==> src/rtl/hit_judge.sv <==
// hit_judge: debounces player switches into strikes and judges them against the
// current mole wave, producing hit/miss pulses and saturating score/combo/miss counters.
module hit_judge #(
    parameter int NUM_HOLES       = 18,
    parameter int DEBOUNCE_CYCLES = 4,
    parameter int SCORE_WIDTH     = 16,
    parameter int COMBO_WIDTH     = 8
) (
    input  logic                   clk,
    input  logic                   reset_n,
    input  logic [NUM_HOLES-1:0]   mole_positions,
    input  logic [NUM_HOLES-1:0]   switches,
    input  logic                   game_in_progress,
    output logic [NUM_HOLES-1:0]   LEDs,
    output logic                   miss,
    output logic                   non_full_clear_hit,
    output logic                   full_clear_hit,
    output logic [SCORE_WIDTH-1:0] score,
    output logic [COMBO_WIDTH-1:0] combo,
    output logic [COMBO_WIDTH-1:0] miss_count
);
    localparam logic [7:0] LAST  = 8'(DEBOUNCE_CYCLES - 1);
    localparam int         SUM_W = SCORE_WIDTH + 6;

    logic [NUM_HOLES-1:0]   sync1_q, sync2_q, acc_q, acc_d, fire, strike_q;
    logic [7:0]             cnt_q [NUM_HOLES];
    logic [7:0]             cnt_d [NUM_HOLES];
    logic [NUM_HOLES-1:0]   mole_q, live_q, live_d, hits, misses;
    logic                   game_q, start, wave, active, hit_any, miss_any;
    logic                   miss_q, miss_d, nfc_q, nfc_d, fc_q, fc_d;
    logic [5:0]             hit_cnt;
    logic [SUM_W-1:0]       sum;
    logic [SCORE_WIDTH-1:0] score_q, score_d;
    logic [COMBO_WIDTH-1:0] combo_q, combo_d, mcnt_q, mcnt_d;

    // Counter holds the number of consecutive cycles the synchronised level has disagreed.
    always_comb begin
        fire = '0;
        for (int i = 0; i < NUM_HOLES; i++) begin
            fire[i]  = (sync2_q[i] != acc_q[i]) && (cnt_q[i] == LAST);
            cnt_d[i] = (sync2_q[i] != acc_q[i] && !fire[i]) ? cnt_q[i] + 8'd1 : 8'd0;
        end
        acc_d = acc_q ^ fire;
    end

    always_comb begin
        start    = game_in_progress && !game_q;
        wave     = start || (mole_positions != mole_q);
        active   = game_in_progress && !wave;
        hits     = strike_q & live_q;
        misses   = strike_q & ~live_q;
        hit_any  = active && (hits != '0);
        miss_any = active && (misses != '0);
        hit_cnt  = '0;
        for (int i = 0; i < NUM_HOLES; i++)
            hit_cnt = hit_cnt + 6'(hits[i]);
        sum      = SUM_W'(score_q) + SUM_W'(hit_cnt);
        live_d   = !game_in_progress ? '0 : wave ? mole_positions : live_q & ~hits;
        miss_d   = miss_any;
        fc_d     = hit_any && (live_d == '0);
        nfc_d    = hit_any && (live_d != '0);
        score_d  = start ? '0 : !hit_any ? score_q :
                   (sum > SUM_W'({SCORE_WIDTH{1'b1}})) ? '1 : sum[SCORE_WIDTH-1:0];
        combo_d  = (start || miss_any) ? '0 :
                   (!hit_any || combo_q == '1) ? combo_q : combo_q + COMBO_WIDTH'(1);
        mcnt_d   = start ? '0 : (!miss_any || mcnt_q == '1) ? mcnt_q : mcnt_q + COMBO_WIDTH'(1);
    end

    // Reset seeds the synchronisers from the live switch levels so held switches never strike.
    always_ff @(posedge clk) begin
        if (!reset_n) begin
            sync1_q  <= switches;
            sync2_q  <= switches;
            acc_q    <= switches;
            strike_q <= '0;
            for (int i = 0; i < NUM_HOLES; i++)
                cnt_q[i] <= '0;
            mole_q   <= mole_positions;
            game_q   <= 1'b0;
            live_q   <= '0;
            miss_q   <= 1'b0;
            nfc_q    <= 1'b0;
            fc_q     <= 1'b0;
            score_q  <= '0;
            combo_q  <= '0;
            mcnt_q   <= '0;
        end else begin
            sync1_q  <= switches;
            sync2_q  <= sync1_q;
            acc_q    <= acc_d;
            strike_q <= fire;
            for (int i = 0; i < NUM_HOLES; i++)
                cnt_q[i] <= cnt_d[i];
            mole_q   <= mole_positions;
            game_q   <= game_in_progress;
            live_q   <= live_d;
            miss_q   <= miss_d;
            nfc_q    <= nfc_d;
            fc_q     <= fc_d;
            score_q  <= score_d;
            combo_q  <= combo_d;
            mcnt_q   <= mcnt_d;
        end
    end

    assign LEDs               = live_q;
    assign miss               = miss_q;
    assign non_full_clear_hit = nfc_q;
    assign full_clear_hit     = fc_q;
    assign score              = score_q;
    assign combo              = combo_q;
    assign miss_count         = mcnt_q;
endmodule

==> config.mk <==
export PLATFORM = sky130hd
export DESIGN_NAME = hit_judge
export DESIGN_NICKNAME = d
export VERILOG_FILES = /design/src/rtl/hit_judge.sv
export SDC_FILE = /design/constraint.sdc
export NUM_CORES = 1
export LEC_CHECK = 0
export CAP_MARGIN = 25
export CORE_UTILIZATION = 58
export CTS_CLUSTER_DIAMETER = 80
export CTS_CLUSTER_SIZE = 28
export DETAILED_ROUTE_END_ITERATION = 12
export PLACE_DENSITY = 0.78
export REMOVE_ABC_BUFFERS = 1
export SLEW_MARGIN = 20
export SYNTH_ARGS = -nofsm -noshare
export SYNTH_HDL_FRONTEND = slang
export SYNTH_SLANG_ARGS = --single-unit
==> constraint.sdc <==
create_clock -name clk -period 7.25 [get_ports clk]
set_input_delay 1.8125 -clock clk [delete_from_list [all_inputs] [get_ports clk]]
set_output_delay 1.8125 -clock clk [all_outputs]
set_load 0.005 [all_outputs]
==> impl_metrics.tcl, run 1 <==
set metrics [dict create \
    avgRoutedWirePerCell_um 14.1 \
    p_per_area_nw_per_um2 201 \
    ant_nets 0 \
    viasPerCell 5.42 \
    worstPathRequired_ns 7.65 \
    reg2reg_slack_ns 1.35 \
    tritoncts "built" \
    worst_path_max_delay_cell "a21oi_1" \
    synthArstFlopShare_pct 0 \
    tightest_slew_ns 0.949 \
    grt_pass1_vias 8223 \
    cts_post_setup_buffers_inserted 0 \
    antenna_found_initial 1 \
    cts.hold.buffers_added 0 \
    final_cell_mix "270 x dfxtp_1, 188 x nor2_1, 181 x nand2_1" \
    cts_buffer_depth 3 \
    finalSetupViolCount 0 \
    power_leakage_nw 5.46 \
    die_area_um2 21600 \
    cts_buffers 14 \
    yosysSeqAreaShare_pct 48.8 \
    placeableCoreArea_um2 20400 \
    gp_congestion 0.885 \
    synth_area_leaders "dfxtp_1 44%, xor2_1 7.0%, nor2_1 5.8%" \
    globalRoute.totalOverflow 0 \
    yosys_warnings 0 \
    r2r-end "score[5]" \
    vias 9270 \
    layout_commonest_cell "dfxtp_1" \
    synth_flop_cell "dfxtp_1" \
    finClkSkew_ns 0.0154 \
    worstPathArrival_ns 6.30 \
    clkLatencyLatePin_ns 0.50 \
    slew_violations 0 \
    fmax_mhz 169 \
    cp_max_fo 10 \
    end_kind "flip-flop" \
    path_delay_family "adder cells" \
    path_class "reg -> reg" \
    numPortBuffers 91 \
    area_growth_pct 13.1 \
    cts_max_level 1 \
    layout.nets 1517 \
    synth_top_area_share_pct 44.4 \
    cp-endpoint "score[5]" \
    maxCapViolCount 0 \
    drive_gt1_share_pct 2.29 \
    synth_area_leader_cell "dfxtp_1" \
    cts_num_sinks 288 \
    crit_path_cell_trace "nand2_1 -> fa_1 -> inv_1 -> fa_1 -> inv_1 -> fa_1 -> fa_1 -> inv_1 -> fa_1 -> fa_1 -> fa_1 -> a211oi_1 -> o21bai_1 -> a21oi_1 -> or2_2 -> nand4_1 -> o211a_1" \
    syn_avg_cell_area_um2 9.01 \
    synth_edf_count 18 \
    power_w 0.00277 \
    synthCells 1352 \
    worst-path-buf-inv 3 \
    finalCriticalPeriod_ns 5.90 \
    cp-start-kind "flip-flop" \
    die_w_um 147 \
    critPathMaxStageDelay_ns 0.64 \
    post_cts_resized 0 \
    antenna_cells 0 \
    stdcell_count 1709 \
    fin_tns_setup_ns 0 \
    max_slew_margin_pct 36.5 \
    period_share_pct 81.4 \
    cp.depth 17 \
    fill_cells 1671 \
    grt_pass1_wl_um 39800 \
    drt_iter0_markers 524 \
    hold_viol 0 \
    drc 0 \
    dr.pass1.iters 5 \
    rsz0062_at_grt "no" \
    cpMostUsedCell "fa_1" \
    ir_worst_vdd_uv 190 \
    wl_um 24000 \
    pin_count 92 \
    ys_seq_elements 288 \
    path_clk_slew_ns 0.11 \
    multiInputGateArea_um2 5940 \
    status "finished, final reports clean" \
    grt_max_degree 91 \
    crit_start "LEDs[10]" \
    place_hpwl_um 17600 \
    seq_area_um2 5950 \
    num_rows 52 \
    hp-class "reg -> reg" \
    reg2reg_depth 17 \
    start_util_pct 59.6 \
    reg2reg_from "LEDs[10]" \
    fp.dieH_um 147 \
    ys_types 49 \
    cts-root-buf "clkbuf_16" \
    track_usage_pct 22.3 \
    placedCellCount 1686 \
    mappedNetlistArea_um2 12200 \
]
## cells in the mapped netlist, types with 3 or more instances
cell and number:
nand2b_1 22, or2_2 6, dfxtp_1 270, a31oi_1 8, edfxtp_1 18, a21oi_1 34, nor2_1 189, and4_1 3
a211oi_1 4, nor4_1 19, ha_1 33, and3_1 36, o21ai_0 26, a21o_1 4, a311oi_1 9, o41ai_1 4
nand4_1 20, nor3b_1 3, nand3_1 112, a2111oi_0 4, nor4b_1 10, o211a_1 4, nor3_1 21, and2_1 6
xnor2_1 51, nand4b_1 3, xor2_1 97, clkbuf_1 26, or4_1 5, nand2_1 181, or3_1 4, inv_1 48
nor2b_1 31, mux2i_1 6, fa_1 13
## metrics by stage
step / cell area [um^2] / setup WS [ns] / hold WS [ns] / utilization (%)
6_report: 13800 / 1.35 / 0.422 / 67.4
5_1_grt: 13800 / 1.07 / 0.451 / 67.4
4_1_cts: 13800 / 1.36 / 0.428 / 67.4
3_5_place_dp: 13300 / 1.37 / 0.412 / 65.3
3_3_place_gp: 13300 / 1.54 / 0.405 / 65.3
2_1_floorplan: 12100 / 1.83 / 0.398 / -
## flip-flops by register name (all words and copies together) (netlist names), 16 cells and up, named ones only
signal,cells
score,16
cnt_q,144
LEDs,18
strike_q,18
sync1_q,18
sync2_q,18
mole_q,18
## how the worst min path moves through the flow
| stage | startpoint | to | slack [ns] | cells past startpoint |
|---|---|---|---|---|
| floorplan | sync1_q[16] | sync2_q[16] | 0.40 | 2 |
| global placement | sync1_q[16] | sync2_q[16] | 0.40 | 2 |
| detailed placement | sync1_q[9] | sync2_q[9] | 0.41 | 2 |
| CTS | sync1_q[12] | sync2_q[12] | 0.43 | 2 |
| global route | sync1_q[12] | sync2_q[12] | 0.45 | 2 |
| finish | sync1_q[12] | sync2_q[12] | 0.42 | 2 |
## report_power, final
part | switching (W) | internal, W | total [W]
Combinational | 0.000103 | 0.0000729 | 0.000176
Sequential | 0.0000324 | 0.00165 | 0.00168
Clock | 0.000492 | 0.000423 | 0.000915
## cell type report
type,instances,area share (%)
Sequential cell,288,43.2
Multi-Input combinational cell,986,43.1
Timing Repair Buffer,94,6.76
Clock buffer,19,2.83
Tap cell,270,2.45
Inverter,48,1.31
Clock inverter,4,0.372
## kinds of logic (layout without fill, tap and decap cells)
| family | count (synthesis) | count (layout) | synth area share (%) |
|---|---|---|---|
| fa+ha+maj | 46 | 46 | 5.53 |
| simple gates | 673 | 673 | 26.1 |
| mux | 6 | 6 | 0.493 |
| buf+inv | 78 | 165 | 2.42 |
| xor+xnor | 148 | 148 | 10.6 |
| flops | 288 | 288 | 48.8 |
| compound gates | 113 | 113 | 6.01 |
## worst min-delay path: cells and delay by family (launching register included)
| family | cells | cell delay [ns] |
|---|---|---|
| DFF | 1 | 0.31 |
| and+or+nand+nor | 2 | 0.09 |
## layer usage
layer | share of wire (%) | up-vias | global-route usage, %
li1 | - | 4726 | -
met1 | 45 | 4295 | 30.1
met2 | 47 | 216 | 37.3
met3 | 6.0 | 31 | 4.01
met4 | 1.7 | 2 | 4.90
met5 | 0.050 | - | 0
(Power assumes the default switching activity.)
==> run 2, diff against run 1 <==
CORE_UTILIZATION = 53   (was 58)
PLACE_DENSITY = 0.75   (was 0.78)
clock period = 5 ns   (was 7.25 ns; I/O delays follow)
==> impl_metrics.tcl, run 2 (synthesized netlist as in run 1, its figures left out) <==
set metrics [dict create \
    path_delay_family "adder cells" \
    worst-path-buf-inv 5 \
    start_util_pct 54.0 \
    antenna_cells 0 \
    worstHoldStart "sync1_q[12]" \
    track_usage_pct 20.9 \
    hold_viol 0 \
    dp_slack_ns -0.256 \
    vias 9363 \
    gp_congestion 0.876 \
    fill_cells 1923 \
    antenna_found_initial 0 \
    globalRoute.totalOverflow 0 \
    dr.pass1.iters 6 \
    worst_path_max_delay_cell "fa_1" \
    cts-root-buf "clkbuf_16" \
    placeableCoreArea_um2 22600 \
    grt_pass1_vias 8553 \
    status "finished, final reports clean" \
    rsz0062_at_grt "yes" \
    ir_worst_vdd_uv 277 \
    tightest_slew_ns 0.945 \
    cts_num_sinks 288 \
    period_share_pct 100 \
    wl_um 24900 \
    avgRoutedWirePerCell_um 14.2 \
    area_growth_pct 15.9 \
    worstPathRequired_ns 5.44 \
    critPathMaxStageDelay_ns 0.54 \
    r2r-end "score[10]" \
    reg2reg_from "strike_q[10]" \
    drive_gt1_share_pct 5.70 \
    num_rows 55 \
    p_per_area_nw_per_um2 287 \
    fin_tns_setup_ns 0 \
    worstHoldPathCells 2 \
    die_w_um 154 \
    grt_pass1_wl_um 40900 \
    power_leakage_nw 5.63 \
    viasPerCell 5.32 \
    worstPathArrival_ns 5.44 \
    end_kind "flip-flop" \
    crit_path_cell_trace "nand2_2 -> fa_1 -> inv_1 -> fa_1 -> inv_2 -> fa_1 -> fa_1 -> inv_1 -> fa_1 -> fa_2 -> fa_2 -> a211oi_2 -> o21bai_1 -> a21oi_2 -> buf_4 -> buf_4 -> nor2_2 -> nand4_1 -> mux2i_1" \
    numPortBuffers 91 \
    cts_buffers 15 \
    path_class "reg -> reg" \
    layout_commonest_cell "dfxtp_1" \
    final_cell_mix "268 x dfxtp_1, 186 x nor2_1, 179 x nand2_1" \
    reg2reg_slack_ns 0.0002 \
    hp-class "reg -> reg" \
    fp.dieH_um 154 \
    cp-start-kind "flip-flop" \
    finalCriticalPeriod_ns 5.00 \
    power_w 0.00405 \
    largest_register_ffs 144 \
    regMostFlops "cnt_q" \
    tritoncts "built" \
    cp.depth 19 \
    grt_max_degree 47 \
    drc 0 \
    layout.nets 1551 \
    path_clk_slew_ns 0.11 \
    fin_ws_ns 0.000181 \
    slew_violations 0 \
    finClkSkew_ns 0.0182 \
    cp_max_fo 4 \
    ant_nets 0 \
    max_slew_margin_pct 36.7 \
    whs_ns 0.411 \
    reg2reg_depth 19 \
    cpMostUsedCell "fa_1" \
    stdcell_count 1759 \
    whs_endpoint "sync2_q[12]" \
    maxCapViolCount 0 \
    fmax_mhz 200 \
    cts_buffer_depth 3 \
    clkLatencyLatePin_ns 0.51 \
    cts_max_level 1 \
    finalSetupViolCount 0 \
    pin_count 92 \
    drt_iter0_markers 570 \
    die_area_um2 23600 \
    placedCellCount 1731 \
    place_hpwl_um 18000 \
]
run 2: where the power goes:
part	total [W]	internal, W	switching [W]
registers	0.00243	0.00239	0.0000461
logic	0.000262	0.000110	0.000153
clock network	0.00136	0.000588	0.000769
run 2: cell type report:
type	count	area, um^2	share of cell area, %
Timing Repair Buffer	127	1180	8.38
Multi-Input combinational cell	986	5990	42.5
Tap cell	285	357	2.53
Clock buffer	19	390	2.77
Sequential cell	288	5950	42.1
Inverter	48	180	1.28
Clock inverter	6	63.8	0.452
run 2: stage by stage:
step           cell area [um^2]  util (%)
6_report                  14100      62.5
5_1_grt                   14100      62.5
4_1_cts                   14100      62.3
3_5_place_dp              13600      60.2
3_3_place_gp              13600      60.2
2_1_floorplan             12100         -
run 2: repair_timing:
| action | 4_1_cts | 5_1_grt |
|---|---|---|
| resized for setup | 10 | 9 |
| pin swaps | 9 | 13 |
| buffers inserted | 0 | 2 |
| hold buffers | 0 | 0 |
| endpoints found under the hold margin | 0 | 0 |
| endpoints found under the setup margin | 16 | 16 |
| gates cloned | 1 | 0 |
run 2: worst max path at each step:
stage | from | to | slack, ns
final | strike_q[10] | score[10] | 0.0002
after global routing | strike_q[10] | score[11] | -0.16
after CTS | strike_q[10] | score[9] | 0.05
after detailed placement | strike_q[10] | score[15] | -0.26
after global placement | strike_q[10] | score[15] | -0.19
after floorplan | LEDs[10] | score[2] | -0.42
run 2: metal layers:
metal	GRT usage [%]	wire length, um	vias to the layer above
met2	34.9	11500	208
met4	4.86	494	0
met3	3.83	1440	30
met5	0	0	-
met1	28.0	11500	4330
li1	-	-	4795
run 2: worst min-delay path, delay by kind of cell, from the launching register on:
kind             cells  cell delay (ns)
DFF                  1             0.31
and+or+nand+nor      2             0.10
==> run 3, diff against run 2 <==
HOLD_SLACK_MARGIN = 0.1   (was unset)
SETUP_SLACK_MARGIN = 0.3   (was unset)
==> impl_metrics.tcl, run 3 (synthesized netlist as in run 1, its figures left out) <==
set metrics [dict create \
    slew_violations 0 \
    grt_pass1_vias 8559 \
    cts_buffers 15 \
    area_growth_pct 15.8 \
    path_clk_slew_ns 0.11 \
    cts_buffer_depth 3 \
    track_usage_pct 20.9 \
    fill_cells 1923 \
    antenna_cells 0 \
    start_util_pct 54.0 \
    ant_nets 0 \
    placed_cell_area_um2 13600 \
    worstPathRequired_ns 5.41 \
    finClkSkew_ns 0.0182 \
    regMostFlops "cnt_q" \
    p_per_area_nw_per_um2 287 \
    cp_max_fo 8 \
    multiInputGateArea_um2 6000 \
    hold_viol 0 \
    die_area_um2 23600 \
    path_class "reg -> reg" \
    whs_ns 0.411 \
    layout.nets 1549 \
    finalCriticalPeriod_ns 4.95 \
    place_hpwl_um 18000 \
    r2r-end "score[4]" \
    power_w 0.00405 \
    drive_gt1_share_pct 5.64 \
    maxCapViolCount 0 \
    rsz0062_at_grt "yes" \
    end_kind "flip-flop" \
    dp_slack_ns -0.256 \
    grt_pass1_wl_um 40900 \
    whs_endpoint "sync2_q[12]" \
    cp-start-kind "flip-flop" \
    reg2reg_depth 17 \
    drc 0 \
    cts-root-buf "clkbuf_16" \
    tightest_slew_ns 0.971 \
    placeableCoreArea_um2 22600 \
    cts_max_level 1 \
    final_cell_mix "266 x dfxtp_1, 188 x nor2_1, 179 x nand2_1" \
    worstHoldPathCells 2 \
    largest_register_ffs 144 \
    grt_max_degree 47 \
    status "finished, final reports clean" \
    reg2reg_from "strike_q[12]" \
    fp.dieH_um 154 \
    avgRoutedWirePerCell_um 14.2 \
    cts_num_sinks 288 \
    max_slew_margin_pct 35.0 \
    layout_commonest_cell "dfxtp_1" \
    clkLatencyLatePin_ns 0.51 \
    globalRoute.totalOverflow 0 \
    fmax_mhz 202 \
    seq_area_um2 5950 \
    die_w_um 154 \
    crit_start "strike_q[12]" \
    period_share_pct 99.1 \
    num_rows 55 \
    power_leakage_nw 5.64 \
    reg2reg_slack_ns 0.05 \
    wl_um 25000 \
    tritoncts "built" \
    numPortBuffers 91 \
    hp-class "reg -> reg" \
    antenna_found_initial 0 \
    dr.pass1.iters 5 \
    fin_tns_setup_ns 0 \
    ir_worst_vdd_uv 277 \
    pin_count 92 \
    worstHoldStart "sync1_q[12]" \
    finalSetupViolCount 0 \
    drt_iter0_markers 588 \
    fin_ws_ns 0.0453 \
    worstPathArrival_ns 5.37 \
    vias 9321 \
    design_area_um2 14100 \
    gp_congestion 0.876 \
    viasPerCell 5.31 \
]
## run 3: changes by cell type in the layout (fill, tap and decap cells not counted), moves of 2 or more
cell / delta
dfxtp_1: -2
nor2_2: -2
dfxtp_2: +2
o21ai_0: -2
buf_4: -2
o21ai_1: +2
nor2_1: +2
## run 3: routing by layer
metal | GRT usage [%] | wire length (um) | up-vias | share of wire (%)
met5 | 0 | 0 | - | 0
met3 | 3.97 | 1320 | 28 | 5.3
met1 | 27.9 | 11700 | 4318 | 47
li1 | - | - | 4788 | -
met2 | 34.9 | 11500 | 187 | 46
met4 | 4.95 | 490 | 0 | 2.0
## run 3: worst max path at each step
stage	endpoint	slack, ns	depth (start not counted)
2_1_floorplan	score[2]	-0.42	17
3_3_place_gp	score[15]	-0.19	18
3_5_place_dp	score[15]	-0.26	18
4_1_cts	score[11]	0.08	18
5_1_grt	score[13]	-0.10	18
6_report	score[4]	0.05	17
## run 3: worst max-delay path, stage by stage, from the launching register on
cell and delay [ns]:
dfxtp_2 0.35, nand2_2 0.07, fa_1 0.54, inv_1 0.05, fa_1 0.47, inv_1 0.05, fa_1 0.49, fa_1 0.49
inv_1 0.05, fa_1 0.46, fa_2 0.39, fa_2 0.37, a211oi_2 0.22, o21bai_1 0.11, a21oi_2 0.21, or2_2 0.24
nand4_1 0.12, o211a_1 0.17
## run 3: metrics by stage
| step | utilization, % | cells |
|---|---|---|
| after floorplan | - | 1322 |
| after global placement | 60.2 | 1731 |
| after detailed placement | 60.2 | 1731 |
| after CTS | 62.4 | 1757 |
| after global routing | 62.5 | 1757 |
| final | 62.5 | 1757 |
## run 3: area by class of cell
cell class / instances / share of cell area (%)
Tap cell: 285 / 2.53
Clock inverter: 6 / 0.452
Timing Repair Buffer: 125 / 8.27
Multi-Input combinational cell: 986 / 42.5
Clock buffer: 19 / 2.77
Inverter: 48 / 1.28
Sequential cell: 288 / 42.2
## run 3: where the power goes
part           switching, W  internal [W]
Combinational      0.000153      0.000110
Sequential        0.0000462       0.00239
Clock              0.000770      0.000588
## run 3: what timing repair did
item	in CTS	in global routing
pin swaps	26	7
setup endpoints to repair	16	16
hold buffers	0	0
gates resized for setup	18	5
setup buffers	0	0
gates cloned	1	0
